`config.mk`:
```
export PLATFORM = sky130hd
export DESIGN_NAME = crc_mem_array
export DESIGN_NICKNAME = d
export VERILOG_FILES = /design/src/rtl/crc_mem_pkg.sv /design/src/rtl/crc_mem_chan.sv /design/src/rtl/crc_mem_array.sv
export SDC_FILE = /design/constraint.sdc
export NUM_CORES = 1
export LEC_CHECK = 0
export ABC_AREA = 1
export CAP_MARGIN = 25
export CORE_ASPECT_RATIO = 1.1
export CORE_UTILIZATION = 40
export CTS_CLUSTER_DIAMETER = 50
export DETAILED_ROUTE_END_ITERATION = 6
export DONT_BUFFER_PORTS = 1
export PLACE_DENSITY_LB_ADDON = 0.25
export SETUP_SLACK_MARGIN = 0.3
export SLEW_MARGIN = 25
export SYNTH_ARGS = -nofsm -noshare
export SYNTH_HDL_FRONTEND = slang
export SYNTH_HIERARCHICAL = 1
export SYNTH_SLANG_ARGS = --single-unit
```
`constraint.sdc`:
```
create_clock -name clk -period 5 [get_ports clk]
set_input_delay 0.5 -clock clk [delete_from_list [all_inputs] [get_ports clk]]
set_output_delay 0.5 -clock clk [all_outputs]
set_load 0.02 [all_outputs]
```
`src/rtl/crc_mem_pkg.sv`:
```
// crc_mem_pkg: shared types, default polynomial and CRC helper for the CRC-protected register store
package crc_mem_pkg;
  typedef enum logic [1:0] {IDLE, SCAN, REPORT} scrub_state_t;
  localparam logic [7:0] CRC_POLY_DEFAULT = 8'h07;
  localparam int CRC_MAX_W = 32;
  localparam int DATA_MAX_W = 64;
  // MSB-first CRC over the low dw bits of data, init 0, no reflection, no final XOR, cw-bit result
  function automatic logic [CRC_MAX_W-1:0] crc_calc(input logic [DATA_MAX_W-1:0] data,
                                                    input logic [CRC_MAX_W-1:0] poly,
                                                    input int dw, input int cw);
    logic [CRC_MAX_W-1:0] c;
    logic [CRC_MAX_W-1:0] m;
    c = '0;
    m = (cw >= CRC_MAX_W) ? '1 : (32'd1 << cw) - 32'd1;
    for (int i = DATA_MAX_W - 1; i >= 0; i--)
      if (i < dw)
        c = ({c[CRC_MAX_W-2:0], 1'b0} ^ ((c[cw-1] ^ data[i]) ? poly : '0)) & m;
    return c;
  endfunction
endpackage

```
`src/rtl/crc_mem_chan.sv`:
```
// crc_mem_chan: one protected channel - data and CRC storage, live CRC compare and registered error flag
//   clk, rst   clock, asynchronous active-high reset
//   wr_en      load wr_data and its CRC
//   wr_data    write data
//   flip       bits to invert in stored data (fault injection; write takes priority)
//   data       stored data
//   mismatch   combinational CRC(data) != stored CRC
//   err        registered mismatch
module crc_mem_chan
  import crc_mem_pkg::*;
#(
  parameter int DATA_W = 32,
  parameter int CRC_W = 8,
  parameter logic [CRC_W-1:0] CRC_POLY = CRC_W'(CRC_POLY_DEFAULT)
) (
  input  logic              clk,
  input  logic              rst,
  input  logic              wr_en,
  input  logic [DATA_W-1:0] wr_data,
  input  logic [DATA_W-1:0] flip,
  output logic [DATA_W-1:0] data,
  output logic              mismatch,
  output logic              err
);
  logic [DATA_W-1:0] data_d, data_q;
  logic [CRC_W-1:0] crc_d, crc_q, wr_crc, data_crc;
  logic err_d, err_q;
  assign wr_crc = CRC_W'(crc_calc(DATA_MAX_W'(wr_data), CRC_MAX_W'(CRC_POLY), DATA_W, CRC_W));
  assign data_crc = CRC_W'(crc_calc(DATA_MAX_W'(data_q), CRC_MAX_W'(CRC_POLY), DATA_W, CRC_W));
  always_comb begin
    data_d = wr_en ? wr_data : data_q ^ flip;
    crc_d = wr_en ? wr_crc : crc_q;
    err_d = data_crc != crc_q;
  end
  // zero data with zero CRC is self-consistent since CRC(0) = 0 with init 0
  always_ff @(posedge clk or posedge rst)
    if (rst) begin
      data_q <= '0;
      crc_q <= '0;
      err_q <= 1'b0;
    end else begin
      data_q <= data_d;
      crc_q <= crc_d;
      err_q <= err_d;
    end
  assign data = data_q;
  assign mismatch = err_d;
  assign err = err_q;
endmodule

```
`src/rtl/crc_mem_array.sv`:
```
// crc_mem_array: N-channel CRC-protected register store with scrub sweep and saturating error counter
//   clk, rst        clock, asynchronous active-high reset
//   wr_en/wr_data   per-channel write strobe and data (channel c = [c*DATA_W +: DATA_W])
//   rd_data         stored data
//   err_detected    registered per-channel CRC mismatch; err_any is their OR
//   err_clr/err_cnt clear and saturating count of cycles with a new error
//   scrub_start     start a sweep; scrub_busy in SCAN, scrub_done pulse in REPORT
//   scrub_err_cnt   failing channels found by the last sweep
//   inj_en/inj_ch/inj_bit  bit-flip fault injection, present only with CRC_MEM_FAULT_INJ_EN
module crc_mem_array
  import crc_mem_pkg::*;
#(
  parameter int NUM_CH = 4,
  parameter int DATA_W = 32,
  parameter int CRC_W = 8,
  parameter logic [CRC_W-1:0] CRC_POLY = CRC_W'(CRC_POLY_DEFAULT),
  parameter int CNT_W = 8,
  localparam int IW = NUM_CH > 1 ? $clog2(NUM_CH) : 1,
  localparam int SW = $clog2(NUM_CH + 1),
  localparam int BW = $clog2(DATA_W)
) (
  input  logic                     clk,
  input  logic                     rst,
  input  logic [NUM_CH-1:0]        wr_en,
  input  logic [NUM_CH*DATA_W-1:0] wr_data,
  output logic [NUM_CH*DATA_W-1:0] rd_data,
  output logic [NUM_CH-1:0]        err_detected,
  output logic                     err_any,
  input  logic                     err_clr,
  output logic [CNT_W-1:0]         err_cnt,
  input  logic                     scrub_start,
  output logic                     scrub_busy,
  output logic                     scrub_done,
`ifdef CRC_MEM_FAULT_INJ_EN
  input  logic                     inj_en,
  input  logic [IW-1:0]            inj_ch,
  input  logic [BW-1:0]            inj_bit,
`endif
  output logic [SW-1:0]            scrub_err_cnt
);
  logic [NUM_CH-1:0] mismatch;
  logic [DATA_W-1:0] flip [NUM_CH];
  for (genvar c = 0; c < NUM_CH; c++) begin : g_ch
`ifdef CRC_MEM_FAULT_INJ_EN
    // channels beyond NUM_CH never match, so out-of-range inj_ch is dropped
    assign flip[c] = (inj_en && 32'(inj_ch) == c) ? DATA_W'(1) << inj_bit : '0;
`else
    assign flip[c] = '0;
`endif
    crc_mem_chan #(.DATA_W(DATA_W), .CRC_W(CRC_W), .CRC_POLY(CRC_POLY)) u_chan (
      .clk(clk),
      .rst(rst),
      .wr_en(wr_en[c]),
      .wr_data(wr_data[c*DATA_W +: DATA_W]),
      .flip(flip[c]),
      .data(rd_data[c*DATA_W +: DATA_W]),
      .mismatch(mismatch[c]),
      .err(err_detected[c])
    );
  end
  logic [CNT_W-1:0] err_cnt_d, err_cnt_q;
  scrub_state_t state_d, state_q;
  logic [IW-1:0] idx_d, idx_q;
  logic [SW-1:0] acc_d, acc_q, acc_inc, scrub_err_cnt_d, scrub_err_cnt_q;
  logic rose, last;
  // the counter steps once per cycle in which any flag is about to rise, however many rise together
  assign rose = |(mismatch & ~err_detected);
  assign last = 32'(idx_q) == NUM_CH - 1;
  assign acc_inc = acc_q + SW'(mismatch[idx_q]);
  always_comb begin
    err_cnt_d = err_clr ? '0 : (rose && err_cnt_q != '1) ? err_cnt_q + 1'b1 : err_cnt_q;
    state_d = (state_q == IDLE && scrub_start) ? SCAN :
              (state_q == SCAN && last) ? REPORT :
              (state_q == REPORT) ? IDLE : state_q;
    idx_d = (state_q == SCAN) ? idx_q + 1'b1 : '0;
    acc_d = (state_q == SCAN) ? acc_inc : '0;
    scrub_err_cnt_d = (state_q == SCAN && last) ? acc_inc : scrub_err_cnt_q;
  end
  always_ff @(posedge clk or posedge rst)
    if (rst) begin
      err_cnt_q <= '0;
      state_q <= IDLE;
      idx_q <= '0;
      acc_q <= '0;
      scrub_err_cnt_q <= '0;
    end else begin
      err_cnt_q <= err_cnt_d;
      state_q <= state_d;
      idx_q <= idx_d;
      acc_q <= acc_d;
      scrub_err_cnt_q <= scrub_err_cnt_d;
    end
  assign err_any = |err_detected;
  assign err_cnt = err_cnt_q;
  assign scrub_busy = state_q == SCAN;
  assign scrub_done = state_q == REPORT;
  assign scrub_err_cnt = scrub_err_cnt_q;
endmodule
```
## Yosys cells after proc, flatten, opt, wreduce, memory -nomap -nowiden

Index checks and enable logic that the tools add are counted.

| cells by class | value |
|---|---|
| equality and inequality tests | 8 |
| bitwise gates (word level) | 498 |
| mux-type cells | 265 |
| $add $sub $neg | 3 |
| order comparisons | 1 |
| reduce and logical (&&, ||, !) cells | 8 |

Operators with widths:

| operator | count |
|---|---|
| $xor 8x3->8 | 236 |
| $mux 3 | 257 |
| $xor 1x1->1 | 232 |
| $ne 8x8->1 | 4 |
| $xor 4x3->4 | 8 |
| $xor 8x8->8 | 4 |
| $mux 8 | 2 |
| $xor 1x1->1 const A | 16 |
| $add 8x1->8 const B | 1 |
| $mux 2 | 4 |
| $ne 8x8->1 const B | 1 |
| $reduce_or 4->1 | 2 |
| $and 4x4->4 | 1 |
| $eq 2x2->1 const B | 2 |
| $not 4->4 | 1 |
| $add 3x1->3 | 1 |
| $logic_and 1x1->1 | 3 |
| $lt 2x3->1 const B | 1 |
| $reduce_bool 3->1 | 1 |
| $add 2x1->2 const B | 1 |
| $bmux 1 s2 | 1 |
| $eq 2x1->1 const B | 1 |
| $logic_not 2->1 | 1 |
| $reduce_bool 2->1 | 1 |
| $mux 1 | 1 |

| storage, ports and cells | value |
|---|---|
| bits of input ports | 136 |
| flip-flop bits (word level) | 182 |
| output and inout port bits | 146 |

## Longest topological paths before layout

Gate-level depths: netlist (run 1).

| depth | value |
|---|---|
| word-level depth | 97 |
| mapped depth | 30 |

## Hierarchy

The synthesis (run 1) kept the hierarchy.

Modules (own cells, without submodules):

| module | area each (um^2) | cells each | instances |
|---|---|---|---|
| crc_mem_chan | 4440.5 | 742 | 4 |
| crc_mem_array | 973.4 | 124 | 1 |

## Worst setup path after synthesis (run 1)

No wires, ideal clock.

| timing path | value |
|---|---|
| path type | reg2reg |
| start | register g_ch[1].u_chan.data_q[31] |
| end | register scrub_err_cnt_q[2] (netlist: scrub_err_cnt[2]) |
| cell stages (with the launch flop) | 28 |
| library setup time | 0.128 ns |
| path buffers | 1 |
| setup slack | 1.804 ns |
| required time | 4.872 ns |
| data arrival time | 3.068 ns |
| cells stage by stage | dfrtp_1 buf_4 inv_1 nand2_1 nand2_1 nand2_1 nand3_1 nand3_1 nand2_2 nand2_1 nand2_1 inv_1 nand3_1 nand3_1 nand2_1 nand2_1 nand2_2 nand2_1 nand3_1 nand2_1 nor2_1 nand3_1 a21oi_1 a32oi_1 ha_1 ha_1 xnor2_1 o21ai_0 |

| on the way | value |
|---|---|
| word-level cells in the longest chain between the ends | 46 |
| elaborated cells on any way between the ends | 80 |
| classes of those cells | add/sub: 1; eq/ne: 1; mux: 25; bitwise: 53 |

RTL lines:

| item | line | source |
|---|---|---|
| from (decl) | crc_mem_chan.sv:25 | `logic [DATA_W-1:0] data_d, data_q;` |
| from (signal assigned) | crc_mem_chan.sv:42 | `data_q <= data_d;` |
| $mux 3 * | crc_mem_pkg.sv:17 | `c = ({c[CRC_MAX_W-2:0], 1'b0} ^ ((c[cw-1] ^ data[i]) ? poly : '0)) & m;` |
| $xor 4x3->4 * | crc_mem_pkg.sv:17 |  |
| $xor 8x3->8 * (4 in a row) | crc_mem_pkg.sv:17 |  |
| $xor 1x1->1 or $xor 8x3->8 (tied branches) | crc_mem_pkg.sv:17 |  |
| $mux 3 or $xor 1x1->1 (tied branches) | crc_mem_pkg.sv:17 |  |
| $xor 8x3->8 * (6 in a row) | crc_mem_pkg.sv:17 |  |
| $xor 1x1->1 or $xor 8x3->8 (tied branches) | crc_mem_pkg.sv:17 |  |
| $mux 3 or $xor 1x1->1 (tied branches) | crc_mem_pkg.sv:17 |  |
| (+23 left out) | n/a |  |
| $xor 1x1->1 or $mux 3 (tied branches) | crc_mem_pkg.sv:17 |  |
| $mux 3 or $xor 8x3->8 (tied branches) | crc_mem_pkg.sv:17 |  |
| $xor 8x3->8 * | crc_mem_pkg.sv:17 |  |
| $ne 8x8->1 * | crc_mem_chan.sv:33 | `err_d = data_crc != crc_q;` |
| net mismatch[1] | crc_mem_array.sv:41 | `logic [NUM_CH-1:0] mismatch;` |
| $bmux 1 s2 * | crc_mem_array.sv:69 | `assign acc_inc = acc_q + SW'(mismatch[idx_q]);` |
| $mux 1 (implied by the code) * | crc_mem_array.sv:69 |  |
| $add 3x1->3 * | crc_mem_array.sv:69 |  |
| to (signal assigned) | crc_mem_array.sv:91 | `scrub_err_cnt_q <= scrub_err_cnt_d;` |
| to (decl) | crc_mem_array.sv:64 | `logic [SW-1:0] acc_d, acc_q, acc_inc, scrub_err_cnt_d, scrub_err_cnt_q;` |

Mark *: on every way through the listed nets, which the timed path passes. The rest lies on a longest branch. The select of a mux whose other input is x is not followed.
A chain may end at the register's enable or synchronous reset.

## Worst setup path after layout (run 1)

| timing path | value |
|---|---|
| start | register g_ch[0].u_chan.data_q[29] |
| end | register scrub_err_cnt_q[2] (netlist: scrub_err_cnt[2]) |

| on the way | value |
|---|---|
| word-level cells in the longest chain between the ends | 44 |
| elaborated cells on any way between the ends | 76 |
| classes of those cells | add/sub: 1; eq/ne: 1; mux: 23; bitwise: 51 |

RTL lines:

| item | line |
|---|---|
| from (decl) | crc_mem_chan.sv:25 |
| from (signal assigned) | crc_mem_chan.sv:42 |
| $xor 1x1->1 * | crc_mem_pkg.sv:17 |
| $mux 3 * | crc_mem_pkg.sv:17 |
| $xor 8x3->8 * (6 in a row) | crc_mem_pkg.sv:17 |
| $xor 1x1->1 or $xor 8x3->8 (tied branches) | crc_mem_pkg.sv:17 |
| $mux 3 (tied with other cells) | crc_mem_pkg.sv:17 |
| $xor 8x3->8 * (7 in a row) | crc_mem_pkg.sv:17 |
| $xor 1x1->1 (tied with other cells) | crc_mem_pkg.sv:17 |
| $mux 3 (tied with other cells) | crc_mem_pkg.sv:17 |
| (+18 left out) | n/a |
| $xor 1x1->1 (tied with other cells) | crc_mem_pkg.sv:17 |
| $mux 3 or $xor 8x3->8 (tied branches) | crc_mem_pkg.sv:17 |
| $xor 8x3->8 * | crc_mem_pkg.sv:17 |
| $ne 8x8->1 * | crc_mem_chan.sv:33 |
| net mismatch[0] | crc_mem_array.sv:41 |
| $bmux 1 s2 * | crc_mem_array.sv:69 |
| $mux 1 (implied by the code) * | crc_mem_array.sv:69 |
| $add 3x1->3 * | crc_mem_array.sv:69 |

Marks and branches as above.

==> impl_metrics.env, run 1 <==
export IMPL_dieArea_um2=47710
export IMPL_rsz0062_at_grt="no"
export IMPL_layout_nets=3337
export IMPL_worstMarginPinSlew_ns=0.8101
export IMPL_diodes=0
export IMPL_p_leak_nw=11.35
export IMPL_htree_levels=4
export IMPL_area_growth_pct=8.882
export IMPL_mostFrequentLayoutCell="nand2_1"
export IMPL_fp_dieW_um=208.4
export IMPL_whs_ns=-0.01396
export IMPL_portBuffers=0
export IMPL_clock_sinks=182
export IMPL_firstDrtPassIters=5
export IMPL_syn_cell_area_um2=18740
export IMPL_synthCells=3092
export IMPL_worstSetupPathType="flop to flop"
export IMPL_clock_skew_final_ns=0.01277
export IMPL_crit_required_ns=5.37
export IMPL_yosys_cell_types_count=30
export IMPL_rrSetupSlack_ns=1.21
export IMPL_violations="hold timing"
export IMPL_die_y_um=229.0
export IMPL_yosysWarnings=6
export IMPL_routed_via_density=4.784
export IMPL_max_stage_delay_ns=0.63
export IMPL_most_common_layout_cells="1344 x nand2_1, 443 x nand3_1, 345 x inv_1, 227 x xnor2_1, 182 x dfrtp_1"
export IMPL_routed_wl_mm=52.60
export IMPL_grt_max_degree=72
export IMPL_setup_viol=0
export IMPL_placed_cells=3765
export IMPL_slew_headroom_pct=45.94
export IMPL_core_area_um2=45860
export IMPL_crit_path_frequent_cell="nand2_1"
export IMPL_synth_top_area_cell="nand2_1"
export IMPL_holdCritPathClass="primary input to asynchronous set/reset pin"
export IMPL_cp_num_cells=27
export IMPL_cts_tree="done"
export IMPL_layout_drive_gt1_share_pct=5.514
export IMPL_antenna_found_initial=0
export IMPL_vias=18170
export IMPL_grt_pass1_wl_mm=86.73
export IMPL_stdcell_count=3798
export IMPL_grt_pass1_vias=17130
export IMPL_max_freq_mhz=263.7
export IMPL_hold_viol_final=1
export IMPL_fillers=4916
export IMPL_status="finished, violations left"
export IMPL_netlist_area_leader_share_pct=26.93
export IMPL_post_route_worst_setup_slack_ns=1.208
export IMPL_ioPinCount=282
export IMPL_gp_congestion=0.9024
export IMPL_path_clk_slew_ns=0.07
export IMPL_finalPower_mw=10.45
export IMPL_dp_hpwl_mm=43.48
export IMPL_grt_use_total_pct=22.78
export IMPL_start_kind="flop"
export IMPL_path_max_fanout=7
export IMPL_finalMaxSlewViolations=0
export IMPL_cts_buffers_inserted=17
export IMPL_avgRoutedWirePerCell_um=13.85
export IMPL_setup_tns_ns=0
export IMPL_cap_violations=0
export IMPL_clock_path_buffers=2
export IMPL_critPathSlowestCell="dfrtp_1"
export IMPL_start_util_pct=40.85
export IMPL_synth_area_leaders="nand2_1 27%, dfrtp_1 24%, nand3_1 12%, xnor2_1 11%, inv_1 7.0%"
export IMPL_drc=0
export IMPL_crit_family="simple AND/OR/NAND/NOR gates"
export IMPL_grt_overflow=0
export IMPL_synth_avg_cell_area_um2=6.059
export IMPL_path_buf_inv=2
export IMPL_placementRows=82
export IMPL_dp_slack_ns=1.161
export IMPL_cts_resized=0
export IMPL_ys_seq_area_share_pct=24.31
export IMPL_clkLatencyLatePin_ns=0.49
export IMPL_finalCritPeriodShare_pct=75.84
export IMPL_synth_seq_cells=182
export IMPL_ant_nets=0
export IMPL_period_needed_ns=3.792
export IMPL_ir_worst_vdd_mv=0.1846
export IMPL_drt_initial_drc_count=867
export IMPL_crit_arrival_ns=4.16
export IMPL_r2r_cells=27
export IMPL_cts_root_buf="clkbuf_16"
export IMPL_power_density_nw_per_um2=512.4
export IMPL_endpoint_kind="flop"
cell type report:
cell class / instances / area [µm²] / share of cell area [%]
Sequential cell: 182 / 4554 / 22.33
Clock inverter: 9 / 140.1 / 0.6869
Inverter: 365 / 1371 / 6.722
Multi-Input combinational cell: 2627 / 13070 / 64.06
Tap cell: 588 / 735.7 / 3.606
Clock buffer: 23 / 498.0 / 2.441
Timing Repair Buffer: 4 / 32.53 / 0.1595
logic make-up (layout without fill, tap and decap cells):
group / after synthesis / after routing / share of synthesized area, %
AO/OA/AOI/OAI: 160 / 160 / 4.394
XOR/XNOR: 344 / 344 / 16.88
adder cells (fa/ha/maj): 4 / 4 / 0.2671
buffers and inverters: 410 / 401 / 8.488
flip-flops: 182 / 182 / 24.31
other: 1 / 128 / 0.02002
AND/OR/NAND/NOR: 1991 / 1991 / 45.64
synth_stat cells:
cell type and count:
nand3b_1 36, o21ai_1 5, nand4_1 13, o21ai_4 1, nor2_1 43, or2_1 4
o21a_1 1, nand3_1 443, buf_4 12, nand2_1 1344, xor2_1 97, nand3_2 20
buf_2 5, ha_1 4, conb_1 1, a21oi_1 4, o21ai_0 144, inv_1 349
clkbuf_1 28, inv_2 12, nand2_2 73, clkinv_1 4, xor2_2 12, dfrtp_1 182
xnor2_1 227, or2_2 8, nor2_2 7, a32oi_1 1, xnor2_2 8, a31oi_1 4
power by group:
| part | internal, mW | switching [mW] |
|---|---|---|
| registers | 1.77 | 0.606 |
| clock network | 0.856 | 0.633 |
| logic | 2.38 | 4.21 |
metrics by stage:
stage	util, %	cell area, µm²	hold WS (ns)
final	44.48	20400	-0.01396
after floorplan	-	19210	0.4386
after global placement	43.06	19750	0.3494
after detailed placement	43.06	19750	0.3523
after global routing	44.48	20400	0.03346
after CTS	44.48	20400	0.0007420
sequential cells by signal, summed over array words and instances (netlist names):
signal	count
acc_q	3
err_cnt	8
g_ch.u_chan/crc_q	32
g_ch.u_chan/data	128
g_ch.u_chan/err	4
idx_q	2
scrub_err_cnt	3
state_q	2
worst reg2reg max path, delay by kind of cell, from the launching register on:
family / cells / cell delay, ns
AND/OR/NAND/NOR: 20 / 2.14
flip-flops: 1 / 0.63
adder cells (fa/ha/maj): 2 / 0.37
buffers and inverters: 2 / 0.18
XOR/XNOR: 1 / 0.18
AO/OA/AOI/OAI: 2 / 0.16
routing by layer:
| metal | vias to the layer above | wire (µm) | track usage, % |
|---|---|---|---|
| met4 | 0 | 1388 | 8.264 |
| met1 | 8037 | 23840 | 28.07 |
| met3 | 63 | 2596 | 4.731 |
| met5 | - | 0 | 0 |
| met2 | 340 | 24770 | 38.98 |
| li1 | 9728 | - | - |
worst paths after layout:
path                                                      from                                  end
max                          g_ch[0].u_chan/data[29]$_DFF_PP0_         scrub_err_cnt[2]$_DFFE_PP0P_
min                                                        rst         g_ch[2].u_chan/err$_DFF_PP0_
max reg2reg                  g_ch[0].u_chan/data[29]$_DFF_PP0_         scrub_err_cnt[2]$_DFFE_PP0P_
min reg2reg                g_ch[3].u_chan/crc_q[3]$_DFFE_PP0P_  g_ch[3].u_chan/crc_q[3]$_DFFE_PP0P_
max in group asynchronous                                  rst    g_ch[3].u_chan/data[16]$_DFF_PP0_
min in group clk                                      wr_en[0]     g_ch[0].u_chan/data[1]$_DFF_PP0_
what timing repair did:
action / 4_1_cts / 5_1_grt
endpoints found under the hold margin: 10 / 0
setup buffers: 0 / 0
hold buffers: 1 / 0
Power figures use the tool's default switching activity.
==> run 2, diff against run 1 <==
- clock period: 5 -> 3.9 ns (I/O delays scaled with it)
==> run 2 against run 1 <==
Effect of this change: the run now ends clean; sequential power rose by 27%; clock skew increased by 0.0073 ns; core utilization increased by 6.9 points; first-iteration DRC count increased by 6.7%; sequential share of layout area shrank 2.8 points; largest power group unchanged; die area is the same; worst setup slack worse by 0.76 ns; register-to-register slack got worse by 0.76 ns; routed wire length rose by 8.5%; hold slack gained 0.052 ns; global-route usage up 0.82 points; clock power rose by 19%.
==> impl_metrics.env, run 2 (synthesized netlist as in run 1, its figures left out) <==
export IMPL_status="finished clean"
export IMPL_holdCritPathClass="primary input to flop"
export IMPL_cts_tree="done"
export IMPL_placed_cell_area_um2=19930
export IMPL_most_common_layout_cells="1137 x nand2_1, 362 x nand3_1, 304 x inv_1, 236 x nand2_2, 216 x xnor2_1"
export IMPL_fillers=4558
export IMPL_firstDrtPassIters=7
export IMPL_slew_headroom_pct=45.97
export IMPL_placementRows=82
export IMPL_antenna_found_initial=0
export IMPL_clkLatencyLatePin_ns=0.50
export IMPL_r2r_end="scrub_err_cnt[2]$_DFFE_PP0P_"
export IMPL_core_area_um2=45860
export IMPL_stdcell_area_um2=23560
export IMPL_drt_initial_drc_count=925
export IMPL_grt_pass1_wl_mm=89.42
export IMPL_start_util_pct=40.85
export IMPL_grt_max_degree=62
export IMPL_setup_tns_ns=0
export IMPL_path_clk_slew_ns=0.07
export IMPL_finalMaxSlewViolations=0
export IMPL_clock_sinks=182
export IMPL_cts_root_buf="clkbuf_16"
export IMPL_worstMarginPinSlew_ns=0.8096
export IMPL_fp_dieW_um=208.4
export IMPL_vias=19270
export IMPL_min_delay_worst_endpoint="g_ch[0].u_chan/data[7]$_DFF_PP0_"
export IMPL_area_growth_pct=25.76
export IMPL_setup_viol=0
export IMPL_dp_hpwl_mm=43.51
export IMPL_crit_required_ns=4.27
export IMPL_cts_buffers_inserted=17
export IMPL_clock_path_buffers=2
export IMPL_r2r_start="g_ch[1].u_chan/data[31]$_DFF_PP0_"
export IMPL_rsz0062_at_grt="no"
export IMPL_ant_nets=0
export IMPL_rrSetupSlack_ns=0.45
export IMPL_diodes=0
export IMPL_drc=0
export IMPL_ioPinCount=282
export IMPL_cap_violations=0
export IMPL_finalCritPeriodShare_pct=88.48
export IMPL_htree_levels=4
export IMPL_avgRoutedWirePerCell_um=14.40
export IMPL_period_needed_ns=3.451
export IMPL_routed_via_density=4.866
export IMPL_portBuffers=0
export IMPL_largest_reg_flops=128
export IMPL_mostFrequentLayoutCell="nand2_1"
export IMPL_ir_worst_vdd_mv=0.2446
export IMPL_grt_overflow=0
export IMPL_die_y_um=229.0
export IMPL_power_density_nw_per_um2=640.0
export IMPL_grt_pass1_vias=17520
export IMPL_hold_viol_final=0
export IMPL_hp_start="wr_en[0]"
export IMPL_path_max_fanout=7
export IMPL_layout_drive_gt1_share_pct=19.16
export IMPL_grt_use_total_pct=23.60
export IMPL_layout_nets=3500
export IMPL_whs_ns=0.03769
export IMPL_worstSetupPathType="flop to flop"
export IMPL_r2r_cells=27
export IMPL_p_leak_nw=12.38
export IMPL_dieArea_um2=47710
export IMPL_routed_wl_mm=57.04
export IMPL_start_kind="flop"
export IMPL_max_freq_mhz=289.8
export IMPL_crit_arrival_ns=3.82
export IMPL_clock_skew_final_ns=0.02010
export IMPL_hold_depth=2
export IMPL_endpoint_kind="flop"
export IMPL_gp_congestion=0.9146
==> run 2: cell types whose count changed in the layout (fill, tap and decap cells not counted), moves of 43 or more <==
cell | before | now
nand3_2 | 20 | 83
nand2_1 | 1344 | 1137
nand2_2 | 73 | 236
nand3_1 | 443 | 362
dlygate4sd3_1 | 1 | 105
nand2_4 | 0 | 43
buf_4 | 3 | 52
==> run 2: how the worst max path moves through the flow <==
stage,start,slack (ns),endpoint
detailed placement,g_ch[2].u_chan/data[31]$_DFF_PP0_,0.19,scrub_err_cnt[2]$_DFFE_PP0P_
CTS,g_ch[0].u_chan/data[31]$_DFF_PP0_,0.30,scrub_err_cnt[2]$_DFFE_PP0P_
floorplan,g_ch[1].u_chan/data[31]$_DFF_PP0_,0.70,scrub_err_cnt[2]$_DFFE_PP0P_
global route,g_ch[2].u_chan/data[31]$_DFF_PP0_,0.23,scrub_err_cnt[2]$_DFFE_PP0P_
global placement,g_ch[2].u_chan/data[31]$_DFF_PP0_,0.25,scrub_err_cnt[2]$_DFFE_PP0P_
finish,g_ch[1].u_chan/data[31]$_DFF_PP0_,0.45,scrub_err_cnt[2]$_DFFE_PP0P_
==> run 2: cell type report <==
| class | count | area (µm²) | area share (%) |
|---|---|---|---|
| inverters | 365 | 1384 | 5.873 |
| flip-flops and latches | 182 | 4606 | 19.55 |
| clock buffers | 20 | 446.7 | 1.896 |
| well taps | 588 | 735.7 | 3.123 |
| clock inverters | 11 | 125.1 | 0.5310 |
| repair buffers | 167 | 1587 | 6.734 |
| multi-input cells | 2627 | 14680 | 62.30 |
==> run 2: worst max-delay path, cell delays in order (launching register included) <==
cell and delay [ns]:
dfrtp_2 0.45, buf_6 0.15, xnor2_4 0.20, nand2_2 0.09, nand2_1 0.08, nand2_2 0.08
nand2_4 0.11, inv_1 0.04, nand2_1 0.07, nand2_2 0.08, inv_2 0.08, nand3_4 0.12
nand2_4 0.14, nand2_2 0.05, nand2_2 0.08, nand3_4 0.11, nand2_4 0.11, nand2_1 0.05
nand3_1 0.06, nand2_1 0.06, nor2_1 0.12, nand3_2 0.13, a21oi_2 0.15, a32oi_1 0.07
ha_2 0.21, ha_4 0.16, xnor2_2 0.19, o21ai_1 0.08
==> run 2: what timing repair did <==
item,4_1_cts,5_1_grt
endpoints found under the setup margin,4,14
buffers inserted,1,30
pin swaps,1,121
hold buffers,109,0
resized for setup,20,486
endpoints found under the hold margin,275,0
==> run 2: stage by stage <==
step                      cells  utilization (%)  total power, mW  setup WS (ns)
final                      3960            51.38            15.08         0.4494
after global routing       3960            51.38            16.61         0.2254
after CTS                  3930            47.27            13.60         0.3022
after detailed placement   3789            43.46            11.57         0.1895
after global placement     3789            43.46            11.51         0.2454
after floorplan            3219                -            9.954         0.7036
==> run 2: layer usage <==
| metal | routed length (µm) | GRT usage (%) |
|---|---|---|
| met5 | 0 | 0 |
| met3 | 3122 | 4.854 |
| met1 | 24940 | 29.33 |
| met4 | 1695 | 8.611 |
| met2 | 27280 | 40.11 |
==> run 2: power by group <==
part / switching (mW) / internal (mW) / total [mW]
sequential: 0.744 / 2.28 / 3.02
clock: 0.823 / 0.957 / 1.78
combinational: 6.46 / 3.81 / 10.3
